**config.mk**
```make
export PLATFORM = sky130hd
export DESIGN_NAME = lutram_fifo
export DESIGN_NICKNAME = d
export VERILOG_FILES = /design/src/rtl/lutram_fifo.sv
export SDC_FILE = /design/constraint.sdc
export NUM_CORES = 1
export LEC_CHECK = 0
export CELL_PAD_IN_SITES_DETAIL_PLACEMENT = 0
export CELL_PAD_IN_SITES_GLOBAL_PLACEMENT = 1
export CORE_AREA = 10 10 152 154
export CTS_CLUSTER_DIAMETER = 150
export DETAILED_ROUTE_END_ITERATION = 7
export DIE_AREA = 0 0 162 164
export GPL_ROUTABILITY_DRIVEN = 1
export PLACE_DENSITY = 0.74
export RECOVER_POWER = 25
export SYNTH_ARGS = -nofsm -noshare
export SYNTH_HDL_FRONTEND = slang
export SYNTH_SLANG_ARGS = --single-unit
```
**constraint.sdc**
```tcl
create_clock -name clk_i -period 5.6 [get_ports clk_i]
set_clock_uncertainty 0.1 [all_clocks]
set_input_delay 1.68 -clock clk_i [delete_from_list [all_inputs] [get_ports clk_i]]
set_output_delay 1.68 -clock clk_i [all_outputs]
set_load 0.1 [all_outputs]
```
**src/rtl/lutram_fifo.sv**
```systemverilog
// First-word-fall-through FIFO on distributed RAM with valid/ready on both sides.
// Define LUTRAM_FIFO_LEVEL_EN to build the occupancy and almost-full outputs.
module lutram_fifo #(
  parameter int DATA_WIDTH = 8,
  parameter int ADDR_BITS  = 5,
  parameter int AF_LEVEL   = 2**ADDR_BITS - 4
) (
  input  logic                  clk_i,
  input  logic                  rst_ni,
  input  logic [DATA_WIDTH-1:0] wdata_i,
  input  logic                  wvalid_i,
  output logic                  wready_o,
  output logic [DATA_WIDTH-1:0] rdata_o,
  output logic                  rvalid_o,
  input  logic                  rready_i,
  output logic [ADDR_BITS:0]    level_o,
  output logic                  almost_full_o
);

  localparam int DEPTH = 2**ADDR_BITS;
  localparam int PW    = ADDR_BITS + 1;
  localparam logic [PW-1:0] PTR_ONE = PW'(1);

  (* ram_style = "distributed" *) logic [DATA_WIDTH-1:0] mem_q [DEPTH];

  logic [PW-1:0] wptr_q, wptr_d;
  logic [PW-1:0] rptr_q, rptr_d;
  logic          full_q, full_d;
  logic          empty_q, empty_d;
  logic          push, pop;

  assign push = wvalid_i && !full_q;
  assign pop  = rready_i && !empty_q;

  // Next pointers and the status flags they imply; flags are registered so
  // the handshake outputs never see wvalid_i/rready_i combinationally.
  always_comb begin
    wptr_d = wptr_q;
    rptr_d = rptr_q;
    if (push) begin
      wptr_d = wptr_q + PTR_ONE;
    end else begin
      wptr_d = wptr_q;
    end
    if (pop) begin
      rptr_d = rptr_q + PTR_ONE;
    end else begin
      rptr_d = rptr_q;
    end
    empty_d = (wptr_d == rptr_d);
    full_d  = (wptr_d[ADDR_BITS-1:0] == rptr_d[ADDR_BITS-1:0]) &&
              (wptr_d[ADDR_BITS] != rptr_d[ADDR_BITS]);
  end

  // Pointer and flag registers.
  always_ff @(posedge clk_i or negedge rst_ni) begin
    if (!rst_ni) begin
      wptr_q  <= {PW{1'b0}};
      rptr_q  <= {PW{1'b0}};
      full_q  <= 1'b0;
      empty_q <= 1'b1;
    end else begin
      wptr_q  <= wptr_d;
      rptr_q  <= rptr_d;
      full_q  <= full_d;
      empty_q <= empty_d;
    end
  end

  // Storage write port; contents are deliberately not reset.
  always_ff @(posedge clk_i) begin
    if (push) begin
      mem_q[wptr_q[ADDR_BITS-1:0]] <= wdata_i;
    end
  end

  assign rdata_o  = mem_q[rptr_q[ADDR_BITS-1:0]];
  assign wready_o = !full_q;
  assign rvalid_o = !empty_q;

`ifdef LUTRAM_FIFO_LEVEL_EN
  localparam logic [PW-1:0] AF_THR = PW'(AF_LEVEL);

  logic [PW-1:0] level_q, level_d;
  logic          almost_full_q, almost_full_d;

  // Occupancy derived from the next pointers so it lines up with the flags.
  always_comb begin
    level_d       = wptr_d - rptr_d;
    almost_full_d = (level_d >= AF_THR);
  end

  // Occupancy registers.
  always_ff @(posedge clk_i or negedge rst_ni) begin
    if (!rst_ni) begin
      level_q       <= {PW{1'b0}};
      almost_full_q <= 1'b0;
    end else begin
      level_q       <= level_d;
      almost_full_q <= almost_full_d;
    end
  end

  assign level_o       = level_q;
  assign almost_full_o = almost_full_q;
`else
  assign level_o       = {PW{1'b0}};
  assign almost_full_o = 1'b0;
`endif

endmodule

```
* Yosys cells after proc, flatten, opt, wreduce, memory -nomap -nowiden
Memory sizes are Yosys's and may differ from the RTL's.
Cells that the tools add are included.
** Word-level totals
- Output and inout port bits :: 17
- Register bits after elaboration :: 14
- Logic and storage cells :: 19
- RAM bits :: 256
- Memories kept :: 1
** Memory list
- mem_q :: words 32, bits a word 8, read ports 1, clocked after memory_dff 0, write ports 1, RTL line 24 : (* ram_style = "distributed" *) logic [DATA_WIDTH-1:0] mem_q [DEPTH];
** Operators by class
- Eq/ne operators :: 3
- Add/subtract/negate cells :: 2
- Reductions and logical operators :: 5
- Multiplexer cells :: 4
** Operator list (number)
- 6-bit by 1-bit adder with 6-bit output (second input constant) :: 2
- 6-bit 2-to-1 mux :: 2
- 6-bit equality test :: 1
- 5-bit equality test :: 1
- 1-bit logical AND :: 3
- 1-bit zero test :: 2
- 1-bit 2-to-1 mux :: 2
- 1-bit inequality test :: 1

* Logic depth before layout (Yosys ltp)
- Depth in word-level cells :: 5
- Depth in mapped cells :: 7

* Worst setup path before layout
No wires, ideal clock.
- Kind :: flip-flop to output port
- Start :: register rptr_q[2]
- End :: output rdata_o[0]
- Data required time :: 3820 ps
- Arrival :: 2182 ps
- Stages on the path, launching flop included :: 6
- Setup slack :: 1638 ps
- Path buffers :: 2
- Cells stage by stage :: dfrtp_1 > buf_2 > clkbuf_1 > mux4_2 > mux4_2 > mux2_2
** On the way
- Longest elaborated chain between the ends :: 1
** RTL lines
- from (decl) :: RTL line 27 : logic [PW-1:0] rptr_q, rptr_d;
- from (signal assigned) :: RTL line 59 : rptr_q <= {PW{1'b0}};
- from (signal assigned) :: RTL line 64 : rptr_q <= rptr_d;
- memory 32 x 8 bit
- to (decl) :: RTL line 13 : output logic [DATA_WIDTH-1:0] rdata_o,
Every way passes these cells.

* Final worst setup path
- Start :: register rptr_q[0]
- End :: output rdata_o[4]
The elaborated chain is that of the path after synthesis.

==> results summary <==
Clock-pin slew was measured on the worst setup and hold paths at 0.06 ns. The number of endpoints with negative hold slack in the final report is 0. Counting stages on the worst path, the most repeated cell is sky130_fd_sc_hd__mux4_2. The total net switching power came out at 2.29 mW. The number of buffers and inverters on the critical path is 2. The floorplan core area came out at 0.0200 sq mm.

The master of the slowest instance on the critical path is sky130_fd_sc_hd__dfrtp_4. For the pin with the worst max-slew slack, the measured transition is 1.37 ns. The area taken by flip-flops and latches came out at 0.00804 sq mm. The peak clock frequency supported by timing came out at 198 MHz. The endpoint kind of the worst setup timing path is a primary output. In the final routed layout, each cell accounts on average for 26.0 microns. In this run the mean area of a mapped cell was 22.1 sq um. The part of the Yosys area used for sequential elements is 75.3%. The mapped netlist covers 0.0107 sq mm. The count of boundary I/O pins is 29. The maximum number of pins on one net before global-route repair is 45.

The post-route netlist has 27.5% of its cells at a drive strength greater than 1. The maximum fanout along the worst path is 31. The floorplan has 52 rows. After filler insertion, the fill cell instance count of the layout stands at 1449.

The full die area came out at 0.0266 sq mm. In the layout the commonest cells are sky130_fd_sc_hd__edfxtp_1, sky130_fd_sc_hd__mux4_2, sky130_fd_sc_hd__nor2_1, sky130_fd_sc_hd__clkbuf_16, sky130_fd_sc_hd__buf_4. The run finished with clean final reports. The data arrival time of the critical path is 3.27 ns. The type of element launching the critical path is a flip-flop. The global-route wire length before repair came out at 32.0 mm. The wire length reported by the detailed router is 20.9 mm.

The worst hold slack across all endpoints came out at 0.429 ns. The static leakage power is 3.80 nW. The path class of the lowest-slack min-delay path is flip-flop to flip-flop. The antenna cell count came out at 0. The clock insertion delay at the later pin of the skew report is 0.52 ns.

The first detailed-routing pass ran for 7 iterations. Setup repair after global routing left no endpoint under its margin. The total half-perimeter wirelength after legalization and detailed placement is 13.2 mm. The routed layout has 4763 vias. The floorplan step set the die width to 162 microns. The die boundary height is 164 microns. In the routed layout, each cell is associated on average with a via count of 5.92. The count of final max-slew check failures came out at 0.

The number of DRC markers in iteration 0 came out at 421. The count of unresolved DRC violations after routing is 0. The root buffer cell chosen for the clock tree is sky130_fd_sc_hd__clkbuf_16. The relative slew slack is 8.57%. The cell area power density is 555 mW/mm^2.

Sequential cells burn 39.2% of the power. The clock share of power is 26.3%. The internal power of the cells totals 4.37 mW. The number of gates resized after CTS was 0. TritonCTS built the clock tree. IR analysis of the VDD net gives a maximum drop of 0.411 mV. The most common library cell in the layout ignoring fill and taps is sky130_fd_sc_hd__edfxtp_1. The number of nets in the finished design came out at 531. The part of the total power dissipated in combinational logic came out at 34.5%. In this run, CTS created clock tree buffers numbering 27. Summed over all failing endpoints, the final setup total negative slack is 0 ns. The aggregate global routing overflow came out at 0. The starting utilization of the core area is 53.3%. The total setup buffers inserted after CTS is 0.

The yosys synthesis warning count came out at 0. The multi-input combinational cells in the finished layout cover a total of 0.00245 sq mm. The clock drives 270 sinks.

The initial antenna violation count is 0. The routed design could run at a clock period as short as 5.05 ns. The number of storage elements in the synthesis netlist came out at 270.

The number of nets with antenna violations after routing is 0. The number of standard cells after synthesis came out at 482. The CTS H-tree depth is 1. Walking the worst path, the cells encountered are buf_12, mux4_2, mux4_2, mux2_2, buf_4. The largest single stage delay on the critical path is 0.76 ns. The synthesis-to-finish area growth came out at 12.4%. The via count of the first global-routing pass came out at 4897.

The cts-stage hold buffer count came out at 0. The number of different library cells in the post-synthesis netlist came out at 30. The total of buffers placed on input and output ports is 21. Grouping stages by cell kind, the critical path spends the most delay in multiplexers. The net switching fraction of the power is 34.4%. Setup violations remaining at the end of the flow were counted as 0. The all-layer global routing usage came out at 16.1%. The weighted congestion at the end of routability-driven global placement came out at 0.772.

For the worst setup path, the data required time is 3.82 ns. The part of the cycle the worst path needs is 90.1%. The count of maximum capacitance violations is 0.

The type of the worst setup path is flip-flop to primary output. The maximum count of clock buffers along a single path is 3.
## tightest hold or removal path, cell delays in order, from the launching register on
cell                      delay [ns]
sky130_fd_sc_hd__dfrtp_1        0.34
sky130_fd_sc_hd__xnor2_1        0.10
sky130_fd_sc_hd__inv_1          0.06
## power by group through the flow
stage / Sequential, mW / Clock, mW / Combinational (mW)
floorplan: 2.46 / 0 / 1.91
global placement: 2.65 / 0 / 2.30
detailed placement: 2.66 / 0 / 2.32
CTS: 2.62 / 1.78 / 2.33
global route: 2.64 / 1.87 / 2.43
finish: 2.61 / 1.75 / 2.30
## path summary, 6_finish.rpt
check	slack (ns)	from	to	cells after the start
setup reg to reg	3.06	full_q$_DFF_PN0_	mem_q[5][2]$_DFFE_PP_	3
max in group asynchronous	3.39	rst_ni	rptr_q[0]$_DFF_PN0_	1
hold reg to reg	0.43	wptr_q[5]$_DFF_PN0_	wptr_q[5]$_DFF_PN0_	2
hold / removal	0.43	wptr_q[5]$_DFF_PN0_	wptr_q[5]$_DFF_PN0_	2
min in group asynchronous	1.52	rst_ni	wptr_q[3]$_DFF_PN0_	1
setup / recovery	0.55	rptr_q[0]$_DFF_PN0_	rdata_o[4]	5
## stage by stage
step	setup WS, ns	power, mW	cells	area (sq um)	util (%)
2_1_floorplan	1.64	4.38	488	10700	-
3_3_place_gp	1.01	4.95	755	11100	55.5
3_5_place_dp	1.03	4.98	755	11100	55.5
4_1_cts	0.482	6.73	804	12000	59.9
5_1_grt	0.385	6.94	804	12000	59.9
6_report	0.552	6.66	804	12000	59.9
## synth_stat cells
cell | instances | area, sq um
sky130_fd_sc_hd__nor3b_1 | 1 | 7.51
sky130_fd_sc_hd__dfstp_2 | 1 | 26.3
sky130_fd_sc_hd__edfxtp_1 | 256 | 7690
sky130_fd_sc_hd__nand3_1 | 2 | 10.0
sky130_fd_sc_hd__mux4_2 | 80 | 1800
sky130_fd_sc_hd__buf_4 | 7 | 52.6
sky130_fd_sc_hd__dfrtp_1 | 13 | 325
sky130_fd_sc_hd__buf_1 | 1 | 3.75
sky130_fd_sc_hd__nor2_1 | 32 | 120
sky130_fd_sc_hd__or3_1 | 3 | 18.8
sky130_fd_sc_hd__clkbuf_1 | 11 | 41.3
sky130_fd_sc_hd__inv_1 | 5 | 18.8
sky130_fd_sc_hd__nand4_1 | 2 | 12.5
sky130_fd_sc_hd__xor2_1 | 8 | 70.1
sky130_fd_sc_hd__nor2b_1 | 3 | 18.8
sky130_fd_sc_hd__xnor2_1 | 8 | 70.1
sky130_fd_sc_hd__or3b_2 | 1 | 8.76
sky130_fd_sc_hd__buf_2 | 6 | 30.0
sky130_fd_sc_hd__inv_2 | 1 | 3.75
sky130_fd_sc_hd__nand2_1 | 8 | 30.0
sky130_fd_sc_hd__nand2b_1 | 1 | 6.26
sky130_fd_sc_hd__mux2_2 | 10 | 113
sky130_fd_sc_hd__nor4b_1 | 1 | 8.76
sky130_fd_sc_hd__nor3_1 | 2 | 10.0
sky130_fd_sc_hd__conb_1 | 1 | 3.75
sky130_fd_sc_hd__nor4_1 | 2 | 12.5
sky130_fd_sc_hd__nand3b_1 | 5 | 37.5
sky130_fd_sc_hd__buf_6 | 5 | 56.3
sky130_fd_sc_hd__ha_1 | 5 | 62.6
sky130_fd_sc_hd__or2_2 | 1 | 6.26
## registers in the layout, indices dropped and copies added, names as in the netlist
signal	cells
rptr_q	6
full_q	1
wptr_q	6
mem_q	256
empty_q	1
## area by class of cell
type                            count  area share (%)
Clock buffer                       42            6.61
Clock inverter                      7           0.709
Inverter                            6           0.188
Multi-Input combinational cell    182            20.4
Sequential cell                   270            67.1
Tap cell                          270            2.82
Timing Repair Buffer               27            2.17
## routing by layer
metal / global-route usage, % / part of all wire, %
met2: 23.8 / 46
met4: 3.39 / 1.3
met5: 0 / 0
met3: 4.06 / 7.9
met1: 24.0 / 44
## logic make-up (layout without fill, tap and decap cells)
kind of cell / Yosys count / in the layout / synth area share (%)
AND/OR/NAND/NOR: 64 / 64 / 2.88
buffers and inverters: 36 / 82 / 1.93
flip-flops: 270 / 270 / 75.3
XOR/XNOR: 16 / 16 / 1.31
adder cells (fa/ha/maj): 5 / 5 / 0.586
multiplexers: 90 / 90 / 17.9
other: 1 / 7 / 0.0351
Power figures use the tool's default switching activity.
